### src/rtl/ccg_stim_pkg.sv
// Shared types and constants for the signature-collector harness:
// FSM states, MISR polynomial/seed and the LFSR tap table.
package ccg_stim_pkg;

  typedef enum logic [1:0] {
    ST_IDLE  = 2'd0,
    ST_RUN   = 2'd1,
    ST_DRAIN = 2'd2,
    ST_DONE  = 2'd3
  } state_e;

  localparam logic [31:0] MISR_POLY = 32'h04C11DB7;
  localparam logic [31:0] MISR_INIT = 32'hFFFFFFFF;

  // Feedback taps of a maximal-length Fibonacci LFSR, as a bit mask of width n.
  function automatic logic [63:0] lfsr_taps(input int unsigned n);
    logic [63:0] m;
    m = '0;
    case (n)
      8:       begin m[7]  = 1'b1; m[5]  = 1'b1; m[4]  = 1'b1; m[3] = 1'b1; end
      16:      begin m[15] = 1'b1; m[14] = 1'b1; m[12] = 1'b1; m[3] = 1'b1; end
      20:      begin m[19] = 1'b1; m[16] = 1'b1; end
      24:      begin m[23] = 1'b1; m[22] = 1'b1; m[21] = 1'b1; m[16] = 1'b1; end
      32:      begin m[31] = 1'b1; m[21] = 1'b1; m[1]  = 1'b1; m[0] = 1'b1; end
      default: begin m[19] = 1'b1; m[16] = 1'b1; end
    endcase
    return m;
  endfunction

endpackage

### src/rtl/ccg_misr.sv
// 32-bit multiple-input signature register; clear reloads the seed,
// en folds din into the running CRC-32-polynomial signature.
module ccg_misr
  import ccg_stim_pkg::*;
(
  input  logic        clk,
  input  logic        rst_n,
  input  logic        clear,
  input  logic        en,
  input  logic [31:0] din,
  output logic [31:0] sig
);

  logic [31:0] sig_q, sig_d;

  always_comb begin
    sig_d = sig_q;
    if (clear) begin
      sig_d = MISR_INIT;
    end else if (en) begin
      sig_d = {sig_q[30:0], 1'b0} ^ (sig_q[31] ? MISR_POLY : '0) ^ din;
    end
  end

  always_ff @(posedge clk or negedge rst_n) begin
    if (!rst_n) sig_q <= MISR_INIT;
    else        sig_q <= sig_d;
  end

  assign sig = sig_q;

endmodule

### src/rtl/ccg_sig_collector.sv
// Harness stage around a combinational netlist: generates counter/LFSR input
// vectors and compacts the (optionally pipelined) outputs into a MISR signature.
module ccg_sig_collector
  import ccg_stim_pkg::*;
#(
  parameter int unsigned N_IN    = 20,
  parameter int unsigned N_OUT   = 12,
  parameter int unsigned DUT_LAT = 0
) (
  input  logic            clk,
  input  logic            rst_n,
  input  logic            start,
  input  logic            abort,
  input  logic            mode,
  input  logic [N_IN-1:0] seed,
  input  logic [N_IN:0]   vec_count,
  output logic [N_IN-1:0] x_o,
  input  logic [N_OUT-1:0] f_i,
  output logic            busy,
  output logic            done,
  output logic [31:0]     signature
);

  localparam logic [N_IN-1:0] TAPS = N_IN'(lfsr_taps(N_IN));
  localparam logic [1:0]      LAT  = 2'(DUT_LAT);

  state_e          state_q;
  logic [N_IN-1:0] x_q;
  logic [N_IN:0]   rem_q;
  logic [1:0]      skip_q;
  logic [1:0]      drain_q;
  logic            mode_q;
  logic            busy_q;
  logic            done_q;

  logic            active;
  logic            accept;
  logic            kill;
  logic            misr_en;
  logic [N_IN-1:0] x_next;
  logic [N_IN-1:0] v0;

  assign active = (state_q == ST_RUN) || (state_q == ST_DRAIN);
  assign kill   = abort && active;
  assign accept = start && !abort && ((state_q == ST_IDLE) || (state_q == ST_DONE));

  assign v0     = (mode && (seed == '0)) ? N_IN'(1) : seed;
  assign x_next = mode_q ? {x_q[N_IN-2:0], ^(x_q & TAPS)} : x_q + N_IN'(1);

  // The fill counter also gates DRAIN, so a run shorter than the pipeline
  // still absorbs exactly vec_count samples.
  assign misr_en = active && !kill && (skip_q == '0);

  ccg_misr u_misr (
    .clk   (clk),
    .rst_n (rst_n),
    .clear (accept),
    .en    (misr_en),
    .din   (32'(f_i)),
    .sig   (signature)
  );

  always_ff @(posedge clk or negedge rst_n) begin
    if (!rst_n) begin
      state_q <= ST_IDLE;
      x_q     <= '0;
      rem_q   <= '0;
      skip_q  <= '0;
      drain_q <= '0;
      mode_q  <= 1'b0;
      busy_q  <= 1'b0;
      done_q  <= 1'b0;
    end else if (kill) begin
      state_q <= ST_IDLE;
      busy_q  <= 1'b0;
      done_q  <= 1'b0;
    end else if (accept) begin
      mode_q <= mode;
      if (vec_count == '0) begin
        state_q <= ST_DONE;
        busy_q  <= 1'b0;
        done_q  <= 1'b1;
      end else begin
        state_q <= ST_RUN;
        x_q     <= v0;
        rem_q   <= vec_count;
        skip_q  <= LAT;
        busy_q  <= 1'b1;
        done_q  <= 1'b0;
      end
    end else begin
      case (state_q)
        ST_RUN: begin
          x_q   <= x_next;
          rem_q <= rem_q - 1'b1;
          if (skip_q != '0) skip_q <= skip_q - 1'b1;
          if (rem_q == (N_IN+1)'(1)) begin
            if (LAT != '0) begin
              state_q <= ST_DRAIN;
              drain_q <= LAT;
            end else begin
              state_q <= ST_DONE;
              busy_q  <= 1'b0;
              done_q  <= 1'b1;
            end
          end
        end
        ST_DRAIN: begin
          if (skip_q != '0) skip_q <= skip_q - 1'b1;
          drain_q <= drain_q - 1'b1;
          if (drain_q == 2'd1) begin
            state_q <= ST_DONE;
            busy_q  <= 1'b0;
            done_q  <= 1'b1;
          end
        end
        default: ;
      endcase
    end
  end

  assign x_o  = x_q;
  assign busy = busy_q;
  assign done = done_q;

endmodule

### config.mk
export PLATFORM = sky130hd
export DESIGN_NAME = ccg_sig_collector
export DESIGN_NICKNAME = d
export VERILOG_FILES = /design/src/rtl/ccg_stim_pkg.sv /design/src/rtl/ccg_misr.sv /design/src/rtl/ccg_sig_collector.sv
export SDC_FILE = /design/constraint.sdc
export NUM_CORES = 1
export LEC_CHECK = 0
export ABC_AREA = 1
export BUFFER_PORTS_ARGS = -buffer_cell sky130_fd_sc_hd__clkbuf_2
export CAP_MARGIN = 20
export CORE_ASPECT_RATIO = 1.1
export CORE_MARGIN = 1.5
export CORE_UTILIZATION = 38
export DETAILED_ROUTE_END_ITERATION = 12
export PLACE_DENSITY = 0.69
export SYNTH_ARGS = -nofsm -noshare
export SYNTH_HDL_FRONTEND = slang
export SYNTH_SLANG_ARGS = --single-unit
### constraint.sdc
create_clock -name clk -period 2.3 [get_ports clk]
set_input_delay 0.23 -clock clk [delete_from_list [all_inputs] [get_ports clk]]
set_output_delay 0.23 -clock clk [all_outputs]
set_load 0.005 [all_outputs]
==> results of run 1 <==
[layout by cell type, fill, tap and decap left out, types with 20 or more instances in the layout]
cell type	count
dfrtp_1	49
nand3_1	48
o21ai_0	64
a21oi_1	39
nand2_1	215
clkbuf_2	110
dfstp_2	32
nor2_1	110
inv_1	69
xnor2_1	20
[timing repair]
item                                    CTS  global route
gates resized for setup                   0             3
endpoints found under the setup margin    0            41
hold buffers                              1             0
endpoints found under the hold margin    25             0
buffers inserted                          0             4
[critical path, delay by kind of cell, from the launching register on]
| family | cells | cell delay, ns |
|---|---|---|
| adder cells (fa/ha/maj) | 1 | 0.41 |
| buffers and inverters | 5 | 0.64 |
| flip-flops | 1 | 0.39 |
| AND/OR/NAND/NOR | 6 | 0.58 |
[kinds of logic after synthesis]
family	share of synthesized area
AND/OR/NAND/NOR	0.310
XOR/XNOR	0.0619
AO/OA/AOI/OAI	0.134
buffers and inverters	0.0832
adder cells (fa/ha/maj)	0.0167
flip-flops	0.395
[power by group through the flow]
stage          registers, mW  logic, mW  clock network, mW
2_1_floorplan           2.88       3.32                  0
3_3_place_gp            3.05       4.48                  0
3_5_place_dp            3.06       4.58                  0
4_1_cts                 3.05       4.59               1.40
5_1_grt                 3.16       5.25               1.47
6_report                3.06       4.61               1.37
[area by class of cell]
| cell class | count | area [sq um] | area share |
|---|---|---|---|
| timing repair buffer | 127 | 722 | 0.114 |
| clock inverter | 6 | 42.5 | 0.00672 |
| sequential | 81 | 2070 | 0.327 |
| inverter | 75 | 294 | 0.0465 |
| tap | 184 | 230 | 0.0364 |
| clock buffer | 10 | 239 | 0.0378 |
| multi-input combinational | 570 | 2730 | 0.432 |
[state kept, by name (all words and copies together) (netlist names)]
register,count
busy,1
drain_q,2
mode_q,1
rem_q,21
skip_q,2
state_q,2
u_misr.sig,32
x_o,20
[layer usage]
layer | share of wire | GRT usage | vias up
met1 | 0.46 | 0.280 | 2429
met3 | 0.067 | 0.0452 | 21
met4 | 0.023 | 0.0879 | 0
met5 | 0 | 0 | -
li1 | - | - | 2637
met2 | 0.45 | 0.312 | 184
[final timing paths]
check	cells past startpoint	end	start
min in group asynchronous	2	x_o[8]	rst_n
max in group asynchronous	3	u_misr.sig[0]	rst_n
setup reg to reg	12	x_o[7]	state_q[1]
hold / removal	3	u_misr.sig[0]	f_i[0]
setup / recovery	12	x_o[7]	state_q[1]
hold reg to reg	1	drain_q[0]	drain_q[0]
==> impl_metrics.toml, run 1 <==
[worst_setup_path]
cpMaxStageDelayCell = "ha_1"
critPathRequiredTime_ns = 2.54
critPathLaunchType = "flop"
path_cells = "inv_1 > ha_1 > nand3_4 > clkinv_8 > nor2_1 > inv_2 > nand3_2 > inv_2 > buf_4 > nand2_1 > nand2_1 > nand2_1"
regToRegSetupSlack_ns = 0.16
cp-end-kind = "flop"
cp_data_arrival_time_ns = 2.38
cp_slowest_stage_delay_ns = 0.41
crit_type = "reg2reg"
cpMostUsedCell = "nand2_1"
crit_fanout = 32

[sta]
timing.fmax_ghz = 0.466
worst_slew_pin_slew_ns = 0.563
period_minus_slack_ns = 2.14
setup_viol = 0
grt_setup_unrepaired = "no"
drv_slew = 0
setup_slack_ns = 0.156
skew_ns = 0.00884
slew_headroom = 0.625
post-route-period-util = 0.932
hold_viol = 0
hold_slack_ns = 0.143
tns_ns = 0

[routing]
drt_iter0_drc = 381
wl_per_cell_um = 13.8
routed_wl_mm = 14.5
vias = 5271
via_per_inst = 5.01
postRouteAntennaNets = 0
drc = 0
drt_pre_antenna_iters = 5

[pwr]
power_frac_comb = 0.510
fin_total_pwr_mw = 9.04
seqPwrFrac = 0.339
p_int_mw = 4.92
powerDensity_mw_per_mm2 = 1430
power_frac_clock = 0.152
switching_share = 0.456
peakVddDrop_mv = 0.825
power_switching_mw = 4.12
leakage_nw = 3.12

[placed_design]
portBuffers = 111
dp.cells = 1032
placed_area_sq_mm = 0.00599
hpwl_mm = 10.5
gp_congestion = 0.922
dp_slack_ns = 0.0349

[global_route]
grt_usage = 0.205
grt_pass1_vias = 4814
grt_overflow = 0
grt_max_degree = 42
grt_pass1_wl_mm = 23.6
antenna_found_initial = 0

[synth]
synth.distinct_cells = 34
yosysTopAreaCellShare = 0.234
ys.flop_type = "dfrtp_1"
yosysMostFrequentCell = "nand2_1"
synth-seq-area-share = 0.395
syn_nets = 818
synthTopCellsByArea = "dfrtp_1 23%, dfstp_2 16%, nand2_1 15%, nor2_1 7.9%, o21ai_0 6.1%"
synth_edf_count = 0
yosysTopAreaCell = "dfrtp_1"
synth_commonest_cells = "215 x nand2_1, 110 x nor2_1, 69 x inv_1, 64 x o21ai_0, 49 x dfrtp_1"
synth_async_sr_flop_share = 1.00
syn_area_sq_mm = 0.00524
avgSynthCellArea_sq_um = 6.95
synth_warnings = 0
syn_inst = 753
synth_seq_cells = 81

[clocking]
clk_latency_ns = 0.34
root_buffer = "clkbuf_16"
h-tree-depth = 3
clk_pin_slew_ns = 0.07
max-clock-path-buffers = 2
cts_tree = "yes"
cts_sinks = 81
cts_inserted_buffers = 9

[finish]
design_area_sq_mm = 0.00633
stdcell_count = 1053
postLayoutCoreUtil = 0.475
num-fill-cells = 1404
diodes = 0
syn_to_final_growth_pct = 20.9
layout.nets = 929
layout-drive-gt1-share = 0.213

[run]
cap_violations = 0

[floorplan]
die_h_um = 126
die_x_um = 115
pin_count = 112
dieArea_sq_mm = 0.0145
start_util = 0.393
rows = 44
core_sq_mm = 0.0133

[hold_path]
hold_class = "in2reg"

[outcome]
status = "complete, no violations"
(Power assumes the default switching activity.)
==> inputs of run 2 (changes only) <==
==> constraint.sdc (replaced) <==
create_clock -name clk -period 2.3 [get_ports clk]
set_input_delay 0.115 -clock clk [delete_from_list [all_inputs] [get_ports clk]]
set_output_delay 0.115 -clock clk [all_outputs]
set_load 0.005 [all_outputs]
==> run 2 against run 1 <==
Against the previous run: final cell count about the same; utilization down 0.056 points; sequential power about the same; non-clock buffer count down 1; highest routed layer unchanged; clock-buffer cell count up 1; clock skew down 0.0017 ns; via count down 0.55%; largest power group unchanged; hold slack worse by 0.12 ns; largest cell class unchanged; sequential share of layout area about the same.
==> impl_metrics.toml, run 2 (synthesis results as in run 1) <==
[floorplan]
die_h_um = 126
core_sq_mm = 0.0133
rows = 44
die_x_um = 115
pin_count = 112
start_util = 0.393
dieArea_sq_mm = 0.0145

[worst_setup_path]
cp_num_cells = 12
cpMostUsedCell = "nand2_1"
crit_fanout = 36
r2r_start = "state_q[1]"
path_cells = "inv_1 > ha_1 > nand3_4 > clkinv_8 > nor2_1 > inv_2 > nand3_2 > inv_2 > buf_4 > nand2_1 > nand2_1 > nand2_1"
rr_worst_depth = 12
crit_type = "reg2reg"
crit_family = "buffers and inverters"
path_buf_inv = 5
cp-end-kind = "flop"
cp_slowest_stage_delay_ns = 0.41
critPathRequiredTime_ns = 2.54
cpMaxStageDelayCell = "ha_1"
crit_path_start = "state_q[1]"
cp_data_arrival_time_ns = 2.36
critPathLaunchType = "flop"

[sta]
grt_setup_unrepaired = "yes"
setup_viol = 0
post-route-period-util = 0.919
skew_ns = 0.00718
period_minus_slack_ns = 2.11
hold_viol = 0
slew_headroom = 0.464
worst_slew_pin_slew_ns = 0.803
timing.fmax_ghz = 0.473
setup_slack_ns = 0.186
drv_slew = 0

[finish]
diodes = 0
final_cell_mix = "215 x nand2_1, 110 x nor2_1, 110 x clkbuf_2"
stdcell_count = 1052
layout-drive-gt1-share = 0.213
layout_commonest_cell = "nand2_1"
syn_to_final_growth_pct = 20.7
design_area_sq_mm = 0.00632
layout.nets = 928
largest_register_ffs = 32

[routing]
drt_iter0_drc = 387
vias = 5242
drt_pre_antenna_iters = 5
drc = 0
wl_per_cell_um = 13.5
routed_wl_mm = 14.2
postRouteAntennaNets = 0
via_per_inst = 4.98

[placed_design]
portBuffers = 111
placed_area_sq_mm = 0.00599
gp_congestion = 0.920
hpwl_mm = 10.5
dp.cells = 1035
dp_slack_ns = 0.0696

[global_route]
grt_max_degree = 63
grt_usage = 0.204
grt_overflow = 0
grt_pass1_vias = 4825
grt_pass1_wl_mm = 23.3
antenna_found_initial = 0

[clocking]
max-clock-path-buffers = 2
cts_tree = "yes"
root_buffer = "clkbuf_16"
cts_setup_buffers = 0
cts_sinks = 81
clk_latency_ns = 0.35
clk_pin_slew_ns = 0.06
cts_inserted_buffers = 9
h-tree-depth = 3

[run]
cap_violations = 0

[pwr]
powerDensity_mw_per_mm2 = 1440
peakVddDrop_mv = 0.743
leakage_nw = 3.12

[hold_path]
hold_class = "in2reg"
hold_path_depth = 3
min-delay-start = "f_i[5]"

[outcome]
status = "complete, no violations"
==> run 2: changes by cell type in the layout (fill, tap and decap cells not counted), sizes merged <==
cell | before | now
clkinv | 7 | 6
clkbuf | 120 | 121
inv | 74 | 73
buf | 16 | 15
bufinv | 0 | 1
==> run 2: metrics by stage <==
step	util	hold WS [ns]	TNS, ns	power, mW
floorplan	-	-0.181	0	6.19
global placement	0.450	0.255	0	7.55
detailed placement	0.450	0.254	0	7.61
CTS	0.474	0.0138	0	9.13
global route	0.474	0.0345	-0.0167	9.98
finish	0.474	0.0212	0	9.12
==> run 2: timing repair <==
item,in CTS,in global routing
hold endpoints to repair,49,0
hold buffers,1,0
resized for setup,0,3
setup endpoints to repair,0,40
==> run 2: where the power goes <==
group / switching [mW] / total, mW / internal (mW)
registers: 0.739 / 3.05 / 2.32
logic: 2.76 / 4.58 / 1.83
clock network: 0.582 / 1.48 / 0.896
total: 4.08 / 9.12 / 5.04
==> run 2: path summary, 6_finish.rpt <==
check	to	slack, ns
max	x_o[7]	0.19
max in group asynchronous	u_misr.sig[14]	1.15
min	u_misr.sig[5]	0.02
max reg2reg	x_o[7]	0.19
min in group asynchronous	x_o[0]	0.39
min reg2reg	drain_q[0]	0.48
==> run 2: metal layers <==
metal,global-route usage,share of wire
met1,0.271,0.46
met2,0.319,0.46
met3,0.0462,0.067
met4,0.0857,0.022
met5,0,0
==> run 2: cell type report <==
cell class | instances | area, sq um
clock buffers | 11 | 253
clock inverters | 5 | 53.8
fillers | 1413 | 7000
inverters | 75 | 294
multi-input cells | 570 | 2740
flip-flops and latches | 81 | 2070
well taps | 184 | 230
repair buffers | 126 | 686
==> run 2: tightest hold or removal path, stage by stage <==
cell and delay (ns):
clkbuf_2 0.08, xnor2_1 0.10, o21ai_0 0.06
